File: src/rtl/mem_arbiter_pkg.sv
// Shared definitions for the instruction/data memory bus arbiter.
// Holds the arbiter state encoding and the bus constants used on grant and completion.
package arbiter_defines;

  typedef enum logic [1:0] {
    IDLE = 2'd0,
    DATA = 2'd1,
    INST = 2'd2
  } arbiter_state_t;

  localparam logic [3:0]  BUS_SELECT_WORD = 4'b1111;
  localparam logic [31:0] ZERO_WORD       = 32'h0000_0000;

endpackage

File: src/rtl/mem_arbiter_if.sv
// External memory bus: request/acknowledge handshake plus the sticky timeout flag.
// The arbiter drives the bus as master; the memory responds as slave.
interface mem_arbiter_if;

  logic        bus_request;
  logic        bus_write;
  logic [31:0] bus_address;
  logic [3:0]  bus_select;
  logic [31:0] bus_write_data;
  logic        bus_ack;
  logic [31:0] bus_read_data;
  logic        bus_error;

  modport master (
    output bus_request, bus_write, bus_address, bus_select, bus_write_data, bus_error,
    input  bus_ack, bus_read_data
  );

  modport slave (
    input  bus_request, bus_write, bus_address, bus_select, bus_write_data, bus_error,
    output bus_ack, bus_read_data
  );

endinterface

File: src/rtl/mem_arbiter_bus_watchdog.sv
// Cycle counter bounding one bus transaction; expired flags the last allowed cycle
// so the arbiter can complete the transaction on that edge.
module bus_watchdog #(
  parameter int TIMEOUT_CYCLES = 255
) (
  input  logic clock,
  input  logic reset,
  input  logic clear,
  input  logic enable,
  output logic expired
);

  localparam logic [7:0] LAST_COUNT = 8'(TIMEOUT_CYCLES - 1);

  logic [7:0] count;

  assign expired = enable && (count == LAST_COUNT);

  always_ff @(posedge clock or negedge reset) begin
    if (!reset) begin
      count <= 8'd0;
    end else if (clear) begin
      count <= 8'd0;
    end else if (enable && !expired) begin
      count <= count + 8'd1;
    end
  end

endmodule

File: src/rtl/mem_arbiter.sv
// Shares one memory bus between IF fetches and MEM loads/stores, data first,
// one transaction at a time, with a watchdog completing any unanswered request.
module mem_arbiter
  import arbiter_defines::*;
#(
  parameter int TIMEOUT_CYCLES = 255
) (
  input  logic        clock,
  input  logic        reset,
  input  logic        if_request,
  input  logic [31:0] if_address,
  input  logic        if_hold,
  output logic [31:0] if_instruction,
  output logic        if_done,
  output logic        if_stall_request,
  input  logic        mem_read_enable,
  input  logic        mem_write_enable,
  input  logic [31:0] mem_address,
  input  logic [3:0]  mem_write_select,
  input  logic [31:0] mem_write_data,
  input  logic        mem_hold,
  output logic [31:0] mem_read_data,
  output logic        mem_done,
  output logic        mem_stall_request,
  mem_arbiter_if.master bus
);

  arbiter_state_t state, next_state;
  logic           data_pending, fetch_pending;
  logic           grant_data, grant_inst, complete;
  logic           expired, timed_out;
  logic [31:0]    return_word;

  assign data_pending      = (mem_read_enable | mem_write_enable) & ~mem_done;
  assign fetch_pending     = if_request & ~if_done;
  assign if_stall_request  = if_request & ~if_done;
  assign mem_stall_request = (mem_read_enable | mem_write_enable) & ~mem_done;

  // An ack arriving in the expiry cycle still wins, so only a silent bus times out.
  assign timed_out   = expired & ~bus.bus_ack;
  assign return_word = bus.bus_ack ? bus.bus_read_data : ZERO_WORD;

  bus_watchdog #(
    .TIMEOUT_CYCLES(TIMEOUT_CYCLES)
  ) u_watchdog (
    .clock  (clock),
    .reset  (reset),
    .clear  (grant_data | grant_inst),
    .enable (state != IDLE),
    .expired(expired)
  );

  always_ff @(posedge clock or negedge reset) begin
    if (!reset) begin
      state <= IDLE;
    end else begin
      state <= next_state;
    end
  end

  always_comb begin
    next_state = state;
    grant_data = 1'b0;
    grant_inst = 1'b0;
    complete   = 1'b0;
    case (state)
      IDLE: begin
        if (data_pending) begin
          next_state = DATA;
          grant_data = 1'b1;
        end else if (fetch_pending) begin
          next_state = INST;
          grant_inst = 1'b1;
        end
      end
      DATA, INST: begin
        if (bus.bus_ack || expired) begin
          next_state = IDLE;
          complete   = 1'b1;
        end
      end
      default: next_state = IDLE;
    endcase
  end

  // Done flags persist until the pipeline register captures (hold low), then clear.
  always_ff @(posedge clock or negedge reset) begin
    if (!reset) begin
      bus.bus_request    <= 1'b0;
      bus.bus_write      <= 1'b0;
      bus.bus_address    <= ZERO_WORD;
      bus.bus_select     <= 4'b0000;
      bus.bus_write_data <= ZERO_WORD;
      bus.bus_error      <= 1'b0;
      if_instruction     <= ZERO_WORD;
      if_done            <= 1'b0;
      mem_read_data      <= ZERO_WORD;
      mem_done           <= 1'b0;
    end else begin
      if (if_done && !if_hold) begin
        if_done <= 1'b0;
      end
      if (mem_done && !mem_hold) begin
        mem_done <= 1'b0;
      end
      if (grant_data) begin
        bus.bus_request    <= 1'b1;
        bus.bus_write      <= mem_write_enable;
        bus.bus_address    <= mem_address;
        bus.bus_select     <= mem_write_enable ? mem_write_select : BUS_SELECT_WORD;
        bus.bus_write_data <= mem_write_enable ? mem_write_data : ZERO_WORD;
      end else if (grant_inst) begin
        bus.bus_request    <= 1'b1;
        bus.bus_write      <= 1'b0;
        bus.bus_address    <= if_address;
        bus.bus_select     <= BUS_SELECT_WORD;
        bus.bus_write_data <= ZERO_WORD;
      end
      if (complete) begin
        bus.bus_request <= 1'b0;
        if (timed_out) begin
          bus.bus_error <= 1'b1;
        end
        if (state == DATA) begin
          mem_read_data <= bus.bus_write ? ZERO_WORD : return_word;
          mem_done      <= 1'b1;
        end else begin
          if_instruction <= return_word;
          if_done        <= 1'b1;
        end
      end
    end
  end

endmodule
File: src/flat_wrapper.sv
// flat-port wrapper written by rule: the top's interface ports become plain ports
module mem_arbiter_flat import arbiter_defines::*;
#(
  parameter int TIMEOUT_CYCLES = 255
)
  (clock, reset, if_request, if_address, if_hold, if_instruction, if_done, if_stall_request, mem_read_enable, mem_write_enable, mem_address, mem_write_select, mem_write_data, mem_hold, mem_read_data, mem_done, mem_stall_request, bus_bus_request, bus_bus_write, bus_bus_address, bus_bus_select, bus_bus_write_data, bus_bus_error, bus_bus_ack, bus_bus_read_data);
  mem_arbiter_if bus_i ();
  input  logic clock;
  input  logic reset;
  input  logic if_request;
  input  logic [31:0] if_address;
  input  logic if_hold;
  output logic [31:0] if_instruction;
  output logic if_done;
  output logic if_stall_request;
  input  logic mem_read_enable;
  input  logic mem_write_enable;
  input  logic [31:0] mem_address;
  input  logic [3:0] mem_write_select;
  input  logic [31:0] mem_write_data;
  input  logic mem_hold;
  output logic [31:0] mem_read_data;
  output logic mem_done;
  output logic mem_stall_request;
  output wire logic [$bits(bus_i.bus_request)-1:0] bus_bus_request;
  output wire logic [$bits(bus_i.bus_write)-1:0] bus_bus_write;
  output wire logic [$bits(bus_i.bus_address)-1:0] bus_bus_address;
  output wire logic [$bits(bus_i.bus_select)-1:0] bus_bus_select;
  output wire logic [$bits(bus_i.bus_write_data)-1:0] bus_bus_write_data;
  output wire logic [$bits(bus_i.bus_error)-1:0] bus_bus_error;
  input wire logic [$bits(bus_i.bus_ack)-1:0] bus_bus_ack;
  input wire logic [$bits(bus_i.bus_read_data)-1:0] bus_bus_read_data;
  assign bus_bus_request = bus_i.bus_request;
  assign bus_bus_write = bus_i.bus_write;
  assign bus_bus_address = bus_i.bus_address;
  assign bus_bus_select = bus_i.bus_select;
  assign bus_bus_write_data = bus_i.bus_write_data;
  assign bus_bus_error = bus_i.bus_error;
  assign bus_i.bus_ack = bus_bus_ack;
  assign bus_i.bus_read_data = bus_bus_read_data;
  mem_arbiter #(.TIMEOUT_CYCLES(TIMEOUT_CYCLES)) u_core (.clock(clock), .reset(reset), .if_request(if_request), .if_address(if_address), .if_hold(if_hold), .if_instruction(if_instruction), .if_done(if_done), .if_stall_request(if_stall_request), .mem_read_enable(mem_read_enable), .mem_write_enable(mem_write_enable), .mem_address(mem_address), .mem_write_select(mem_write_select), .mem_write_data(mem_write_data), .mem_hold(mem_hold), .mem_read_data(mem_read_data), .mem_done(mem_done), .mem_stall_request(mem_stall_request), .bus(bus_i));
endmodule
File: config.mk
export PLATFORM = sky130hd
export DESIGN_NAME = mem_arbiter_flat
export DESIGN_NICKNAME = d
export VERILOG_FILES = /design/src/rtl/mem_arbiter_pkg.sv /design/src/rtl/mem_arbiter_if.sv /design/src/rtl/mem_arbiter_bus_watchdog.sv /design/src/rtl/mem_arbiter.sv /design/src/flat_wrapper.sv
export SDC_FILE = /design/constraint.sdc
export NUM_CORES = 1
export LEC_CHECK = 0
export BUFFER_PORTS_ARGS = -buffer_cell sky130_fd_sc_hd__buf_2
export CAP_MARGIN = 0
export CORE_UTILIZATION = 47
export CTS_BUF_LIST = sky130_fd_sc_hd__clkbuf_4 sky130_fd_sc_hd__clkbuf_8
export DETAILED_ROUTE_END_ITERATION = 10
export PLACE_DENSITY = 0.88
export SLEW_MARGIN = 20
export SYNTH_ARGS = -nofsm -noshare
export SYNTH_HDL_FRONTEND = slang
export SYNTH_SLANG_ARGS = --single-unit
File: constraint.sdc
create_clock -name clock -period 2.15 [get_ports clock]
set_clock_uncertainty 0.2 [all_clocks]
set_input_delay 0.3225 -clock clock [delete_from_list [all_inputs] [get_ports clock]]
set_output_delay 0.3225 -clock clock [all_outputs]
set_load 0.005 [all_outputs]
==> metrics.csv, run 1 <==
metric;value;unit
status;complete, but fails checks;
failing checks;design-rule violations;
number of library cell types mapped by synthesis;39;
post-synth net total;600;
area delta synth->final;57.7;%
cells after synthesis;456;
Slew Limit Fails;0;
Placement Cell Area;0.00729;sq mm
slew margin rel.;0.711;
Clock Tree Root;clkbuf_8;
dominant synthesized flop cell;dfrtp_1;
Setup CP Type;reg2reg;
count of non-filler cells in the finished layout;1011;
CP Capture Type;flip-flop;
Die Width;112;microns
Fmax achieved;481;MHz
Final Setup Violations;0;
residual DRC count;18;
asr flop ratio synth;1.00;
largest net degree at the start of global routing;83;
power density cells;1330;mW/mm^2
Nets;998;
Avg WL per Cell;19.6;microns
GRT Total Usage;0.321;
Hold Vio Cnt, Final;0;
Setup WS post-layout;0.0731;ns
Clock Latency Late Sink;0.44;ns
# rows;39;
Reg clk slew, reported paths;0.10;ns
gpl congestion;0.818;
number of enable flip-flop cells after synthesis;0;
Slew @ Worst Pin;0.433;ns
core area;0.0116;sq mm
CTS tree;yes;
Flop pwr share;0.398;
startpoint types;flip-flop;
layout cells sized above 1;0.391;
Gate power share;0.418;
Syn. warnings;0;
Clk pwr share;0.183;
final core utilization;0.771;
#FFs+latches synth;147;
Syn Area/Cell;12.5;sq um
switching share of power;0.387;
via count;5751;
DP HPWL;10.8;mm
NetSw;4620;uW
# IOs;279;
Leak Pwr;0.00448;uW
DRC marker count from the first detailed-route iteration;453;
Post-Place Setup Slack;0.0453;ns
IR drop worst, VDD;0.729;mV
number of max-cap violations;0;
fin crit period;2.08;ns
final setup TNS;0;ns
post-layout instance area;0.00896;sq mm
placed cells;856;
Die ar.;0.0125;sq mm
post-synthesis sequential area ratio;0.647;
critical path fanouts, max;28;
Port Buffers;278;
Antenna Violating Nets Remaining;0;
cell-internal power;7330;uW
Sink Count;147;
CP required;2.29;ns
grt ovf;0;
first-pass GRT wire length;31.0;mm
period utilisation layout;0.966;
DRT Pass-1 Iters;8;
worst-case clock buffer depth;2;
H-tree depth;4;
number of global-route vias before repair;5971;
via-per-instance ratio;5.69;
data arrival time of the critical path;2.21;ns
Total Wirelength;19.9;mm
worst min-delay path class;in2reg;
Cell Area, Synth;0.00568;sq mm
Die Height;112;microns
initial antenna violation count;1;
Initial Util;0.489;
total CTS buffers;17;
-- power by group through the flow --
stage          combinational, uW  clock [uW]  sequential, uW
6_report                    5000        2190            4760
5_1_grt                     5370        2350            4870
4_1_cts                     4750        2210            4680
3_5_place_dp                4580           0            4690
3_3_place_gp                4380           0            4670
2_1_floorplan               2380           0            4760
-- cells by family (layout without fill, tap and decap cells) --
kind of cell               Yosys count  after routing  synth area share
DFF                                147            147             0.647
adders and majority gates            4              4           0.00881
and+or+nand+nor                     69             69            0.0572
other                                0              1                 0
muxes                                2              2           0.00352
buffers and inverters               44            455            0.0346
AOI/OAI and AO/OA                  190            190             0.249
-- final timing paths --
check / endpoint / start / slack, ns / depth (start not counted)
max in group asynchronous: u_core.bus.bus_address[14] / reset / 1.12 / 3
worst min register to register: u_core.bus.bus_error / u_core.bus.bus_error / 0.27 / 1
worst max register to register: u_core.mem_read_data[14] / u_core.state[0] / 0.07 / 7
worst max-delay path: u_core.mem_read_data[14] / u_core.state[0] / 0.07 / 7
worst min-delay path: u_core.bus.bus_address[22] / if_address[22] / 0.03 / 3
min in group asynchronous: u_core.if_instruction[9] / reset / 0.23 / 3
-- synth_stat cells (all sizes together) (3+ instances only) --
cell type | n | area (sq um)
or4 | 3 | 22.5
o22a | 4 | 35.0
dfrtp | 147 | 3680
o21ai | 10 | 50.0
nand2 | 14 | 52.6
nor2b | 3 | 18.8
a22o | 96 | 841
o31ai | 3 | 22.5
nand3 | 3 | 15.0
ha | 4 | 50.1
a21oi | 37 | 185
clkbuf | 22 | 82.6
nor2 | 33 | 126
buf | 16 | 90.1
o22ai | 32 | 200
inv | 5 | 18.8
-- layout make-up --
type                    instances  area, sq um
diodes                          1         2.50
clock buffers                  17          234
clock inverters                15          188
fillers                       645         2650
inverters                       6         23.8
multi-input cells             265         1840
flip-flops and latches        147         3680
well taps                     143          179
repair buffers                417         2810
-- what timing repair did --
action                     in CTS  in global routing
gates resized for setup         0                  6
setup endpoints to repair       0                 63
hold endpoints to repair      279                  0
setup buffers                   0                  1
hold buffers                  121                  0
-- sequential cells by signal, indices dropped and copies added, names as in the netlist --
name	flops
u_core.bus.bus_address	32
u_core.bus.bus_error	1
u_core.bus.bus_request	1
u_core.bus.bus_select	4
u_core.bus.bus_write	1
u_core.bus.bus_write_data	32
u_core.if_done	1
u_core.if_instruction	32
u_core.mem_done	1
u_core.mem_read_data	32
u_core.state	2
u_core.u_watchdog.count	8
-- worst max-delay path: stages (launching register included) --
cell and delay [ns]:
dfrtp_1 0.39, inv_1 0.08, ha_4 0.18, nand4b_1 0.22, nor2_2 0.23, o211ai_2 0.12, buf_4 0.26, a22o_1 0.28
-- cell usage in the layout, fill, tap and decap left out, drive strengths merged, types with 2 or more instances in the layout --
| cell type | synthesis | layout |
|---|---|---|
| inv | 5 | 12 |
| a21o | 2 | 2 |
| o22ai | 32 | 32 |
| clkbuf | 22 | 17 |
| o21ai | 10 | 10 |
| ha | 4 | 4 |
| nand3 | 3 | 3 |
| nand2b | 2 | 2 |
| buf | 16 | 296 |
| or4 | 3 | 3 |
| dlygate4sd3 | 0 | 121 |
| dfrtp | 147 | 147 |
| a21oi | 37 | 37 |
| nor2b | 3 | 3 |
| o21a | 2 | 2 |
| o31ai | 3 | 3 |
| mux2i | 2 | 2 |
| nor2 | 33 | 33 |
| nor4 | 2 | 2 |
| nor3 | 2 | 2 |
| nand2 | 14 | 14 |
| a22o | 96 | 96 |
| clkinv | 1 | 8 |
| o22a | 4 | 4 |
-- per-stage QoR --
step	total power, uW	hold slack, ns
2_1_floorplan	7130	-0.173
3_3_place_gp	9040	0.132
3_5_place_dp	9280	0.141
4_1_cts	11600	0.00200
5_1_grt	12600	0.00355
6_report	11900	0.0259
-- layer usage --
metal | wire length [microns] | global-route usage | vias up
li1 | - | - | 2515
met1 | 7220 | 0.374 | 2775
met2 | 9900 | 0.536 | 392
met3 | 1860 | 0.0838 | 69
met4 | 875 | 0.188 | 0
met5 | 0 | 0 | -
Power figures use the tool's default switching activity.
==> run 2: changes to the inputs <==
Settings changed: TNS_END_PERCENT set to 30.
Clock period 2.15 ns to 2.05 ns, I/O delays scaled along.
==> metrics.csv, run 2 (synthesis gave the netlist of run 1 again) <==
metric;value;unit
Post-Place Setup Slack;-0.0532;ns
Filler cells;640;
grt ovf;0;
Slew Limit Fails;0;
gpl congestion;0.859;
post-layout instance area;0.00911;sq mm
most common cell after layout, fill and taps aside;buf_2;
power density cells;1400;mW/mm^2
# rows;39;
residual DRC count;18;
Initial Util;0.489;
data arrival time of the critical path;2.16;ns
largest net degree at the start of global routing;48;
initial antenna violation count;0;
area delta synth->final;60.3;%
CP required;2.19;ns
area of the multi-input gates;0.00185;sq mm
GRT Total Usage;0.341;
Placement Cell Area;0.00735;sq mm
final setup TNS;0;ns
RSZ-0062 raised after global routing;yes;
# IOs;279;
core area;0.0116;sq mm
Die Width;112;microns
ant diodes;0;
Antenna Violating Nets Remaining;0;
IR drop worst, VDD;1.02;mV
number of global-route vias before repair;6302;
layout cells sized above 1;0.390;
via count;5912;
Clock Tree Root;clkbuf_8;
H-tree depth;4;
Hold Vio Cnt, Final;0;
worst hold slack;0.0228;ns
Die Height;112;microns
status;complete, but fails checks;
first-pass GRT wire length;32.7;mm
Final Setup Violations;0;
worst min-delay path class;in2reg;
Setup WS post-layout;0.0270;ns
DRC marker count from the first detailed-route iteration;500;
failing checks;design-rule violations;
Total Wirelength;21.0;mm
Fmax achieved;494;MHz
period utilisation layout;0.987;
Clock Latency Late Sink;0.45;ns
startpoint types;flip-flop;
CP Capture Type;flip-flop;
Port Buffers;278;
slew margin rel.;0.712;
total CTS buffers;17;
Slew @ Worst Pin;0.432;ns
Sink Count;147;
Leak Pwr;0.00453;uW
most frequent cells in the layout;277 x buf_2, 147 x dfrtp_1, 131 x dlygate4sd3_1;
Setup CP Type;reg2reg;
final core utilization;0.784;
Avg WL per Cell;20.5;microns
Nets;1010;
number of max-cap violations;0;
Die ar.;0.0125;sq mm
DRT Pass-1 Iters;9;
Register Area;0.00368;sq mm
Reg clk slew, reported paths;0.09;ns
fin crit period;2.02;ns
via-per-instance ratio;5.78;
critical path fanouts, max;33;
worst-case clock buffer depth;2;
DP HPWL;11.3;mm
CTS tree;yes;
run 2: changes by cell type in the layout (fill, tap and decap cells not counted), moves of 2 or more:
cell	before	now
dlygate4sd3_1	121	131
buf_4	12	10
bufinv_16	0	2
inv_1	5	3
clkinvlp_4	1	5
buf_12	5	9
inv_6	2	4
clkinv_8	6	0
inv_8	5	1
inv_2	0	2
run 2: what timing repair did:
action / CTS / global route
buffers inserted: 0 / 1
setup endpoints to repair: 32 / 72
resized for setup: 2 / 7
pin swaps: 0 / 14
hold buffers: 131 / 0
gates cloned: 0 / 0
hold endpoints to repair: 281 / 0
run 2: final cells by class:
class | instances | area share
clock buffer | 19 | 0.0280
clock inverter | 13 | 0.0163
inverter | 6 | 0.00261
multi-input combinational | 265 | 0.203
sequential | 147 | 0.404
tap | 143 | 0.0196
timing repair buffer | 429 | 0.327
run 2: path summary, 6_finish.rpt:
path / slack (ns) / depth (start not counted) / start / to
max in group asynchronous: 0.88 / 3 / reset / u_core.bus.bus_address[29]
worst max register to register: 0.03 / 8 / u_core.state[0] / u_core.if_instruction[30]
worst min register to register: 0.30 / 1 / u_core.bus.bus_request / u_core.bus.bus_request
min in group asynchronous: 0.16 / 2 / reset / u_core.mem_read_data[9]
worst min-delay path: 0.02 / 3 / mem_address[18] / u_core.bus.bus_address[18]
worst max-delay path: 0.03 / 8 / u_core.state[0] / u_core.if_instruction[30]
run 2: critical path, stage by stage (launching register included):
cell and delay [ns]:
dfrtp_1 0.38, inv_2 0.06, ha_4 0.17, nand4b_1 0.26, nor2_4 0.18, buf_12 0.15
o21ai_2 0.07, buf_12 0.18, a22o_1 0.25
run 2: routing by layer:
layer  part of all wire  track usage  vias to the layer above
met5                  0            0                        -
met4              0.050        0.212                        0
met3              0.084       0.0860                       90
met2               0.50        0.577                      418
met1               0.36        0.389                     2866
li1                   -            -                     2538
run 2: per-stage QoR:
stage	total power, uW	cells
detailed placement	9860	858
floorplan	7480	456
global placement	9570	858
finish	12800	1022
CTS	12400	1021
global route	13400	1022
run 2: power breakdown:
group | switching, uW | total, uW | internal, uW
Clock | 1170 | 2320 | 1150
Combinational | 2760 | 5420 | 2660
Sequential | 845 | 5030 | 4180
Total | 4770 | 12800 | 7990
==> run 3: changes to the inputs <==
Settings changed: CORE_UTILIZATION 47 to 43, CTS_BUF_LIST sky130_fd_sc_hd__clkbuf_4 sky130_fd_sc_hd__clkbuf_8 to sky130_fd_sc_hd__clkbuf_8, PLACE_DENSITY 0.88 to 0.85.
Clock period 2.05 ns to 1.68 ns, I/O delays scaled along.
==> metrics.csv, run 3 (synthesis gave the netlist of run 1 again) <==
metric;value;unit
Nets;1040;
Die Height;117;microns
power density cells;1700;mW/mm^2
Hold Vio Cnt, Final;0;
first-pass GRT wire length;31.0;mm
total CTS buffers;17;
most frequent cells in the layout;275 x buf_2, 147 x dfrtp_1, 135 x dlygate4sd3_1;
IR drop worst, VDD;0.787;mV
worst-case clock buffer depth;2;
Die ar.;0.0137;sq mm
Cell Chain, Critical Path;inv_2 > ha_4 > nand4b_1 > nor2_4 > o211ai_4 > buf_12 > a22o_1;
placed cells;906;
worst min-delay path class;in2reg;
cell family contributing the most delay on the critical path;simple AND/OR/NAND/NOR gates;
core area;0.0128;sq mm
RSZ-0062 raised after global routing;yes;
GRT Total Usage;0.303;
Leak Pwr;0.00479;uW
layout cells sized above 1;0.425;
end point of the critical path;u_core.mem_read_data[31];
grt ovf;0;
Final Setup Violations;124;
Buf+Inv Stages, Crit Path;2;
Avg WL per Cell;19.6;microns
most common cell after layout, fill and taps aside;buf_2;
CP Capture Type;flip-flop;
status;complete, but fails checks;
# rows;41;
startpoint types;flip-flop;
CTS tree;yes;
via-per-instance ratio;5.53;
Slowest-stage cell, CP;dfrtp_1;
Reg2Reg Depth;7;
gpl congestion;0.860;
Slew Limit Fails;0;
H-tree depth;4;
failing checks;negative setup slack;
number of global-route vias before repair;6134;
final core utilization;0.758;
critical path fanouts, max;13;
fin crit period;1.91;ns
Slew @ Worst Pin;0.393;ns
Clock Latency Late Sink;0.44;ns
post-layout instance area;0.00969;sq mm
DRT Pass-1 Iters;5;
Fmax achieved;524;MHz
number of max-cap violations;0;
initial antenna violation count;2;
Setup WS post-layout;-0.228;ns
max incr delay on CP;0.36;ns
Setup CP Type;reg2reg;
Reg-to-Reg End;u_core.mem_read_data[31];
Critical Path Stages;7;
RR Startpoint;u_core.state[1];
CP required;1.80;ns
largest net degree at the start of global routing;40;
DP HPWL;11.6;mm
Reg clk slew, reported paths;0.09;ns
Critical Path Start;u_core.state[1];
# IOs;279;
period utilisation layout;1.14;
Total Wirelength;21.2;mm
area delta synth->final;70.4;%
via count;5991;
Clock Tree Root;clkbuf_8;
residual DRC count;0;
count of non-filler cells in the finished layout;1083;
Initial Util;0.445;
worst hold slack;0.0390;ns
Die Width;117;microns
Sink Count;147;
DRC marker count from the first detailed-route iteration;570;
Port Buffers;278;
slew margin rel.;0.735;
r2r setup slk;-0.23;ns
Placement Cell Area;0.00759;sq mm
Antenna Violating Nets Remaining;0;
data arrival time of the critical path;2.03;ns
[run 3: worst min-delay path by stage]
stage                           start                          to  slack, ns  cells after the start
after floorplan                 reset   u_core.bus.bus_address[0]      -0.24                      0
after global placement          reset  u_core.bus.bus_address[31]      -0.04                      1
after detailed placement        reset  u_core.bus.bus_address[31]      -0.03                      1
after CTS                       reset  u_core.bus.bus_address[31]       0.05                      2
after global routing      bus_bus_ack      u_core.bus.bus_request      0.008                      3
final                     bus_bus_ack      u_core.bus.bus_request       0.04                      3
[run 3: final cells by class]
type | instances | area [sq um]
tap | 172 | 215
antenna | 2 | 5.00
multi-input combinational | 265 | 1950
clock buffer | 20 | 275
clock inverter | 12 | 190
timing repair buffer | 459 | 3340
fill | 726 | 3090
sequential | 147 | 3680
inverter | 6 | 25.0
[run 3: timing repair]
item                       CTS  global route
buffers inserted             5             0
setup endpoints to repair  148           150
cloned                       1             2
hold buffers               135             0
pin swaps                   44            28
hold endpoints to repair   281             0
resized for setup           29            17
[run 3: through the flow]
step / setup WS (ns) / total power (uW) / TNS [ns]
floorplan: -0.120 / 9250 / -10.19
global placement: -0.217 / 12100 / -18.45
detailed placement: -0.318 / 12300 / -24.15
CTS: -0.200 / 16000 / -13.08
global route: -0.302 / 17500 / -25.86
finish: -0.228 / 16500 / -15.51
[run 3: tightest hold or removal path, cell delays in order]
cell	delay (ns)
buf_2	0.16
o21ai_1	0.12
o21a_1	0.11
[run 3: layer usage]
| metal | GRT usage | part of all wire |
|---|---|---|
| met1 | 0.339 | 0.37 |
| met2 | 0.511 | 0.50 |
| met3 | 0.104 | 0.096 |
| met4 | 0.162 | 0.037 |
| met5 | 0 | 0 |
[run 3: where the power goes]
part,internal [uW],total (uW),switching [uW]
clock,1770,3150,1380
sequential,5100,6060,961
combinational,3770,7280,3510
total,10600,16500,5850
